==> src/rtl/frequency_measure_counter.sv <==
// Gated frequency measurement datapath: synchronises Fx, prescales it by /1, /10 or /100,
// counts events over a fixed gate window and reports over/under-range or a valid result.
module frequency_measure_counter #(
  parameter int GATE_CYCLES = 1000000,
  parameter int CNT_W       = 16,
  parameter int OVER_TH     = 10000,
  parameter int LOW_TH      = 1000
) (
  input  logic             Clk,
  input  logic             Clear_n,
  input  logic             Fx,
  input  logic             reset,
  input  logic [1:0]       std_f_sel,
  output logic             Cntover,
  output logic             Cntlow,
  output logic [CNT_W-1:0] result,
  output logic             result_valid
);

  localparam int TIMER_W = (GATE_CYCLES > 1) ? $clog2(GATE_CYCLES) : 1;
  localparam logic [TIMER_W-1:0] TIMER_LAST = TIMER_W'(GATE_CYCLES - 1);
  localparam logic [CNT_W-1:0]   OVER_CNT   = CNT_W'(OVER_TH);
  localparam logic [CNT_W-1:0]   LOW_CNT    = CNT_W'(LOW_TH);

  typedef enum logic [1:0] {CLR, GATE, EVAL} state_t;
  typedef enum logic [1:0] {DIV100, DIV10, DIV1} div_t;

  state_t             state;
  state_t             next_state;
  div_t               div;
  logic               fx_s1;
  logic               fx_s2;
  logic               fx_d;
  logic               fx_edge;
  logic [6:0]         presc;
  logic [6:0]         presc_last;
  logic               presc_event;
  logic [TIMER_W-1:0] timer;
  logic [CNT_W-1:0]   count;

  // Two-flop synchroniser followed by a registered rising-edge detect.
  always_ff @(posedge Clk or negedge Clear_n) begin
    if (!Clear_n) begin
      fx_s1   <= 1'b0;
      fx_s2   <= 1'b0;
      fx_d    <= 1'b0;
      fx_edge <= 1'b0;
    end else begin
      fx_s1   <= Fx;
      fx_s2   <= fx_s1;
      fx_d    <= fx_s2;
      fx_edge <= fx_s2 & ~fx_d;
    end
  end

  // The divisor only follows std_f_sel while cleared, so a range change never splits a gate.
  always_ff @(posedge Clk or negedge Clear_n) begin
    if (!Clear_n) begin
      div <= DIV10;
    end else if (state == CLR) begin
      case (std_f_sel)
        2'b00:   div <= DIV100;
        2'b01:   div <= DIV10;
        default: div <= DIV1;
      endcase
    end
  end

  always_comb begin
    presc_last = 7'd0;
    case (div)
      DIV100:  presc_last = 7'd99;
      DIV10:   presc_last = 7'd9;
      default: presc_last = 7'd0;
    endcase
  end

  assign presc_event = fx_edge && (presc == presc_last);

  always_ff @(posedge Clk or negedge Clear_n) begin
    if (!Clear_n) begin
      state <= CLR;
    end else begin
      state <= next_state;
    end
  end

  always_comb begin
    next_state = state;
    case (state)
      CLR: begin
        if (!reset) next_state = GATE;
      end
      GATE: begin
        if (reset) begin
          next_state = CLR;
        end else if (timer == TIMER_LAST) begin
          next_state = EVAL;
        end
      end
      EVAL: begin
        next_state = reset ? CLR : GATE;
      end
      default: begin
        next_state = CLR;
      end
    endcase
  end

  // Flags are registered out of EVAL, so they appear exactly one cycle after it.
  always_ff @(posedge Clk or negedge Clear_n) begin
    if (!Clear_n) begin
      timer        <= '0;
      presc        <= '0;
      count        <= '0;
      result       <= '0;
      Cntover      <= 1'b0;
      Cntlow       <= 1'b0;
      result_valid <= 1'b0;
    end else begin
      Cntover      <= 1'b0;
      Cntlow       <= 1'b0;
      result_valid <= 1'b0;
      case (state)
        GATE: begin
          timer <= (timer == TIMER_LAST) ? '0 : timer + 1'b1;
          if (fx_edge) begin
            presc <= (presc == presc_last) ? 7'd0 : presc + 7'd1;
          end
          if (presc_event && (count < OVER_CNT)) begin
            count <= count + 1'b1;
          end
        end
        EVAL: begin
          timer <= '0;
          presc <= '0;
          count <= '0;
          if (count >= OVER_CNT) begin
            Cntover <= 1'b1;
          end else if (count < LOW_CNT) begin
            Cntlow <= 1'b1;
          end else begin
            result       <= count;
            result_valid <= 1'b1;
          end
        end
        default: begin
          timer <= '0;
          presc <= '0;
          count <= '0;
        end
      endcase
    end
  end

endmodule

==> config.mk <==
export PLATFORM = sky130hd
export DESIGN_NAME = frequency_measure_counter
export DESIGN_NICKNAME = d
export VERILOG_FILES = /design/src/rtl/frequency_measure_counter.sv
export SDC_FILE = /design/constraint.sdc
export NUM_CORES = 1
export LEC_CHECK = 0
export CAP_MARGIN = 20
export CORE_MARGIN = 3
export CORE_UTILIZATION = 35
export CTS_CLUSTER_SIZE = 16
export DETAILED_ROUTE_END_ITERATION = 8
export GPL_ROUTABILITY_DRIVEN = 1
export GPL_TIMING_DRIVEN = 0
export PLACE_DENSITY_LB_ADDON = 0.15
export REMOVE_ABC_BUFFERS = 1
export SLEW_MARGIN = 10
export SYNTH_ARGS = -nofsm -noshare
export SYNTH_HDL_FRONTEND = slang
export SYNTH_SLANG_ARGS = --single-unit
==> constraint.sdc <==
create_clock -name Clk -period 3.1 [get_ports Clk]
set_input_delay 0.31 -clock Clk [delete_from_list [all_inputs] [get_ports Clk]]
set_output_delay 0.31 -clock Clk [all_outputs]
set_load 0.05 [all_outputs]
# --- Word-level counts from Yosys, hierarchy flattened ---
# Index checks and enable logic that the tools add are counted.
totals:
  inputBits: 6
  register_bits: 70
  elab_cells: 62
classes:
  mux: 22
  reduce_logical: 7
  magnitude_cmp: 3
  addsub: 3
  n_eq_ne: 10
  bitwise: 4
ops:
  columns: ["cell", "n"]
  rows:
  - ["$mux W20", 2]
  - ["$mux W16", 2]
  - ["$mux W7", 3]
  - ["$add A20 B1 Y20 const B", 1]
  - ["$eq A20 B20 Y1 const B", 1]
  - ["$add A16 B1 Y16 const B", 1]
  - ["$ge A16 B14 Y1 const B", 1]
  - ["$lt A16 B10 Y1 const B", 1]
  - ["$lt A16 B14 Y1 const B", 1]
  - ["$pmux W7 S2", 1]
  - ["$mux W1", 9]
  - ["$add A7 B1 Y7 const B", 1]
  - ["$eq A7 B7 Y1", 1]
  - ["$eq A2 B1 Y1 const B", 3]
  - ["$logic_not A2 Y1", 3]
  - ["$mux W2", 3]
  - ["$ne A2 B2 Y1 const B", 3]
  - ["$pmux W2 S3", 1]
  - ["$pmux W2 S2", 1]
  - ["$ne A3 B3 Y1 const B", 1]
  - ["$not A1 Y1", 3]
  - ["$reduce_and A3 Y1", 1]
  - ["$eq A2 B2 Y1 const B", 1]
  - ["$logic_and A1 B1 Y1", 2]
  - ["2 further kinds", 2]

# --- Longest topological paths before layout ---
logic_depth:
  depth_word: 7
  depth_mapped: 8
  mapped_depth_nobuf: 6

# --- Worst setup path after synthesis ---
# No wires, ideal clock.
synth_timing:
  path_type: "flip-flop to flip-flop"
  start: "register count[6]"
  end: "register count[10]"
  slack_ns: 1.073
  period_less_slack_ns: 2.027
  arrival_ns: 1.890
  n_path_buf: 2
  required_time_ns: 2.964
  path_stages_with_launch: 8
  path_cell_list: "dfrtp_1 > nor4_1 > o311ai_1 > a2111o_1 > buf_2 > buf_2 > o31ai_1 > a21oi_1"
synth_between:
  elab_chain_len: 3
  elab_cells_between_ends: 6
  cone_classes: "1 x add/sub; 1 x order compare; 1 x eq/ne; 2 x mux; 1 x reduce/logical"
synth_rtl:
  columns: ["item", "line_no", "source"]
  rows:
  - ["start: declaration", "39", "logic [CNT_W-1:0] count;"]
  - ["start signal: assignment", "131", "count <= count + 1'b1;"]
  - ["$add A16 B1 Y16 / $lt A16 B14 Y1 (equally long branches)", "131, 130", null]
  - ["$mux W16 / $logic_and A1 B1 Y1 (equally long branches)", "130", "if (presc_event && (count < OVER_CNT)) begin"]
  - ["$mux W16 / $ne A2 B2 Y1 (equally long branches)", null, null]
# Several ways; a longest one is shown, not always the timed one. The select of a mux whose other input is x is not followed.
# A chain may end at the register's enable or synchronous reset.

# --- Worst setup path after layout ---
layout_timing:
  start: "register count[6]"
  end: "register count[12]"
# Same word-level chain as after synthesis.

==> results.toml <==
[power_and_ir_drop]
swShare = 0.234
power_w = 0.00167
clock_power_share = 0.394
power_density_nw_per_um2 = 449
ir_worst_vdd_mv = 0.181
net-switching-power_w = 0.000389
p_leak_nw = 1.61
combPwrFrac = 0.045
power_report.internal_total_w = 0.00128
seq_power_share = 0.562

[synth]
synth_top_cells_by_area = "sky130_fd_sc_hd__dfrtp_1, sky130_fd_sc_hd__xor2_1, sky130_fd_sc_hd__nor2_1"
synth_sequential_area_ratio = 0.549
syn-cell-area_um2 = 3200
synth-main-ff-cell = "sky130_fd_sc_hd__dfrtp_1"
synth-warning-count = 0
yosys.cell_types.count = 42
synth_async_sr_flop_share = 1.00
postSynthAreaPerCell_um2 = 10.8
yosys_register_bits = 70
synth.largest_area_cell = "sky130_fd_sc_hd__dfrtp_1"
synth.top_cell.area_share = 0.540
syn-instance-count = 296
yosysMostFrequentCell = "sky130_fd_sc_hd__dfrtp_1"
synth_top_cells_by_count = "sky130_fd_sc_hd__dfrtp_1, sky130_fd_sc_hd__nor2_1, sky130_fd_sc_hd__nand3_1, sky130_fd_sc_hd__nand2_1, sky130_fd_sc_hd__a21oi_1"
synth-edff-count = 0

[clock_network]
post-cts-setup-buffers = 0
clock-sinks = 70
h_tree_lvls = 3
tritoncts_clock_tree = "built"
clock_latency_of_the_later_clocked_register_in_the_worst_skew_pair_ns = 0.34
max-clock-path-buffers = 2
cts_buffers = 9
worst_setup_hold_path_clk_slew_ns = 0.08
clk_root_buffer_cell = "sky130_fd_sc_hd__clkbuf_8"

[finish]
final_layout_size_suffix_gt1_frac = 0.0951
fillCellCount = 847
postLayoutCoreUtil = 0.422
diodes = 0
finalInstanceArea_um2 = 3710
area.sequential_um2 = 1750
area_added_between_synthesis_and_finish_pct = 16.2
multiInputGateArea_um2 = 1340
layout.nets = 332

[floorplan]
die_area_um2 = 10300
die_y_um = 102
initial_core_util = 0.363
floorplan.core_area_um2 = 8810
die_w_um = 102
io-pin-count = 25
core.rowCount = 34

[worst_hold_path]
holdPathEnd = "fx_s2"
worstHoldPathCells = 0
worstHoldStart = "fx_s1"
hold_class = "reg2reg"

[setup_path]
rr_endpoint = "count[12]"
critical_path.cell_chain = "nor4_1 > o311ai_1 > a2111o_1 > or4_1 > a21oi_1"
crit_slowest_cell = "sky130_fd_sc_hd__a2111o_1"
cp_slowest_stage_delay_ns = 0.69
setup.worst_path.end_class = "flip-flop"
path_depth_of_the_worst_reg2reg_path = 5
critical_path.startpoint_type = "flip-flop"
crit-reg2reg-launch = "count[6]"
worst_ep_required_time_ns = 3.35
ff2ff_setup_slack_ns = 0.57
maximum_net_fanout_on_the_critical_path = 26
timing.setup.critical_path_class = "reg2reg"
worstPathArrival_ns = 2.78

[flow_run]
max_cap_violations = 0

[global_routing]
first_pass_grt_wire_length_um = 10500
global_route.overflow_total = 0
via_count_of_the_first_global_routing_pass = 2109
grt_antenna_before_repair = 0
grt_start_max_net_pins = 50
globalRouteTotalUtil = 0.130

[timing]
report.final.setup_viol = 0
achievable-frequency_ghz = 0.395
final.setup_skew_ns = 0.00981
pin_slew_with_the_least_headroom_to_its_limit_ns = 0.861
final-hold-violation-count = 0
grt_setup_unrepaired = "no"
min_period_over_period = 0.816
timing_max_transition_violations_final = 0
layout_min_cycle_time_ns = 2.53
timing.slew.headroom = 0.426

[route]
drt-wirelength-per-cell_um = 13.8
route.antenna.remaining_nets = 0
detail_route.wirelength_um = 6000
route.detailed.vias_per_inst = 5.11
detail_route.iter0.violations = 89
total_number_of_vias = 2219
post-route-drc-count = 0
drtPass1Iterations = 4

[placed_design]
gpl.final_weighted_congestion = 0.771
total_placed_instance_area_um2 = 3540
detailedPlacementHpwl_um = 3890
numPortBuffers = 24

[outcome]
run_status = "finished, final reports clean"
[final cells by class]
class,count,area share
repair buffers,26,0.0741
clock buffers,14,0.0438
well taps,108,0.0364
clock inverters,1,0.00135
inverters,11,0.0111
multi-input cells,204,0.361
flip-flops and latches,70,0.472
[power by group through the flow]
stage | clock network [W] | registers [W] | logic [W]
finish | 0.000656 | 0.000936 | 0.0000744
global route | 0.000718 | 0.000938 | 0.0000860
detailed placement | 0 | 0.000954 | 0.0000767
global placement | 0 | 0.000954 | 0.0000718
CTS | 0.000682 | 0.000936 | 0.0000781
floorplan | 0 | 0.000950 | 0.0000345
[through the flow]
step           hold slack (ns)  TNS, ns  setup slack (ns)  cells
6_report                 0.354        0             0.570    434
5_1_grt                  0.364        0             0.272    434
4_1_cts                  0.352        0             0.529    434
3_5_place_dp             0.230        0             0.555    418
3_3_place_gp             0.333   -55.34            -0.806    417
2_1_floorplan           0.0144        0             0.919    285
[cells in the final DEF (no fill, tap or decap), types with 4 or more instances in the layout]
cell type	Yosys	routed
sky130_fd_sc_hd__a21oi_1	15	15
sky130_fd_sc_hd__and2_1	4	4
sky130_fd_sc_hd__and3_1	8	8
sky130_fd_sc_hd__clkbuf_8	0	11
sky130_fd_sc_hd__clkdlybuf4s50_1	0	23
sky130_fd_sc_hd__dfrtp_1	69	69
sky130_fd_sc_hd__ha_1	4	4
sky130_fd_sc_hd__inv_1	11	11
sky130_fd_sc_hd__mux2_2	8	8
sky130_fd_sc_hd__mux2_4	7	7
sky130_fd_sc_hd__nand2_1	17	17
sky130_fd_sc_hd__nand3_1	20	20
sky130_fd_sc_hd__nand4_1	5	5
sky130_fd_sc_hd__nor2_1	30	30
sky130_fd_sc_hd__nor2b_1	5	5
sky130_fd_sc_hd__nor4_1	8	8
sky130_fd_sc_hd__o21ai_0	8	8
sky130_fd_sc_hd__o31ai_1	7	7
sky130_fd_sc_hd__or3_1	6	6
sky130_fd_sc_hd__or4_1	7	7
sky130_fd_sc_hd__xnor2_1	6	6
sky130_fd_sc_hd__xor2_1	14	14
[critical path: cells and delay by family, from the launching register on]
kind / cells / cell delay (ns)
AO/OA/AOI/OAI: 3 / 1.06
flip-flops: 1 / 0.44
AND/OR/NAND/NOR: 2 / 0.94
[timing repair]
item                      in CTS  in global routing
hold endpoints to repair      21                  0
hold buffers                   1                  0
resized for setup              0                  0
[logic make-up (layout without fill, tap and decap cells)]
logic type / count (synthesis) / count (layout) / synth area share
buffers and inverters: 22 / 52 / 0.0313
AND/OR/NAND/NOR: 123 / 123 / 0.203
flip-flops: 70 / 70 / 0.549
adder cells (fa/ha/maj): 4 / 4 / 0.0157
XOR/XNOR: 20 / 20 / 0.0548
AO/OA/AOI/OAI: 42 / 42 / 0.0858
multiplexers: 15 / 15 / 0.0611
[worst max-delay path by stage]
stage,slack [ns],endpoint,cells past startpoint,startpoint
floorplan,0.92,count[12],5,count[6]
global placement,-0.81,result[15],1,Clear_n
detailed placement,0.55,count[9],5,count[6]
CTS,0.53,count[12],5,count[6]
global route,0.27,count[11],5,count[6]
finish,0.57,count[12],5,count[6]
[registers in the layout, indices dropped and copies added, names as in the netlist]
| signal | cells |
|---|---|
| timer | 20 |
| count | 16 |
| result | 16 |
| presc | 7 |
| div | 2 |
| state | 2 |
| Cntlow | 1 |
| Cntover | 1 |
| fx_d | 1 |
| fx_edge | 1 |
| fx_s1 | 1 |
| fx_s2 | 1 |
| result_valid | 1 |
[metal layers]
metal / global-route usage / wire [µm] / vias to the layer above
li1: - / - / 1114
met1: 0.186 / 3130 / 1067
met2: 0.183 / 2580 / 29
met3: 0.0379 / 204 / 9
met4: 0.0542 / 87 / 0
met5: 0 / 0 / -
Power figures use the tool's default switching activity.
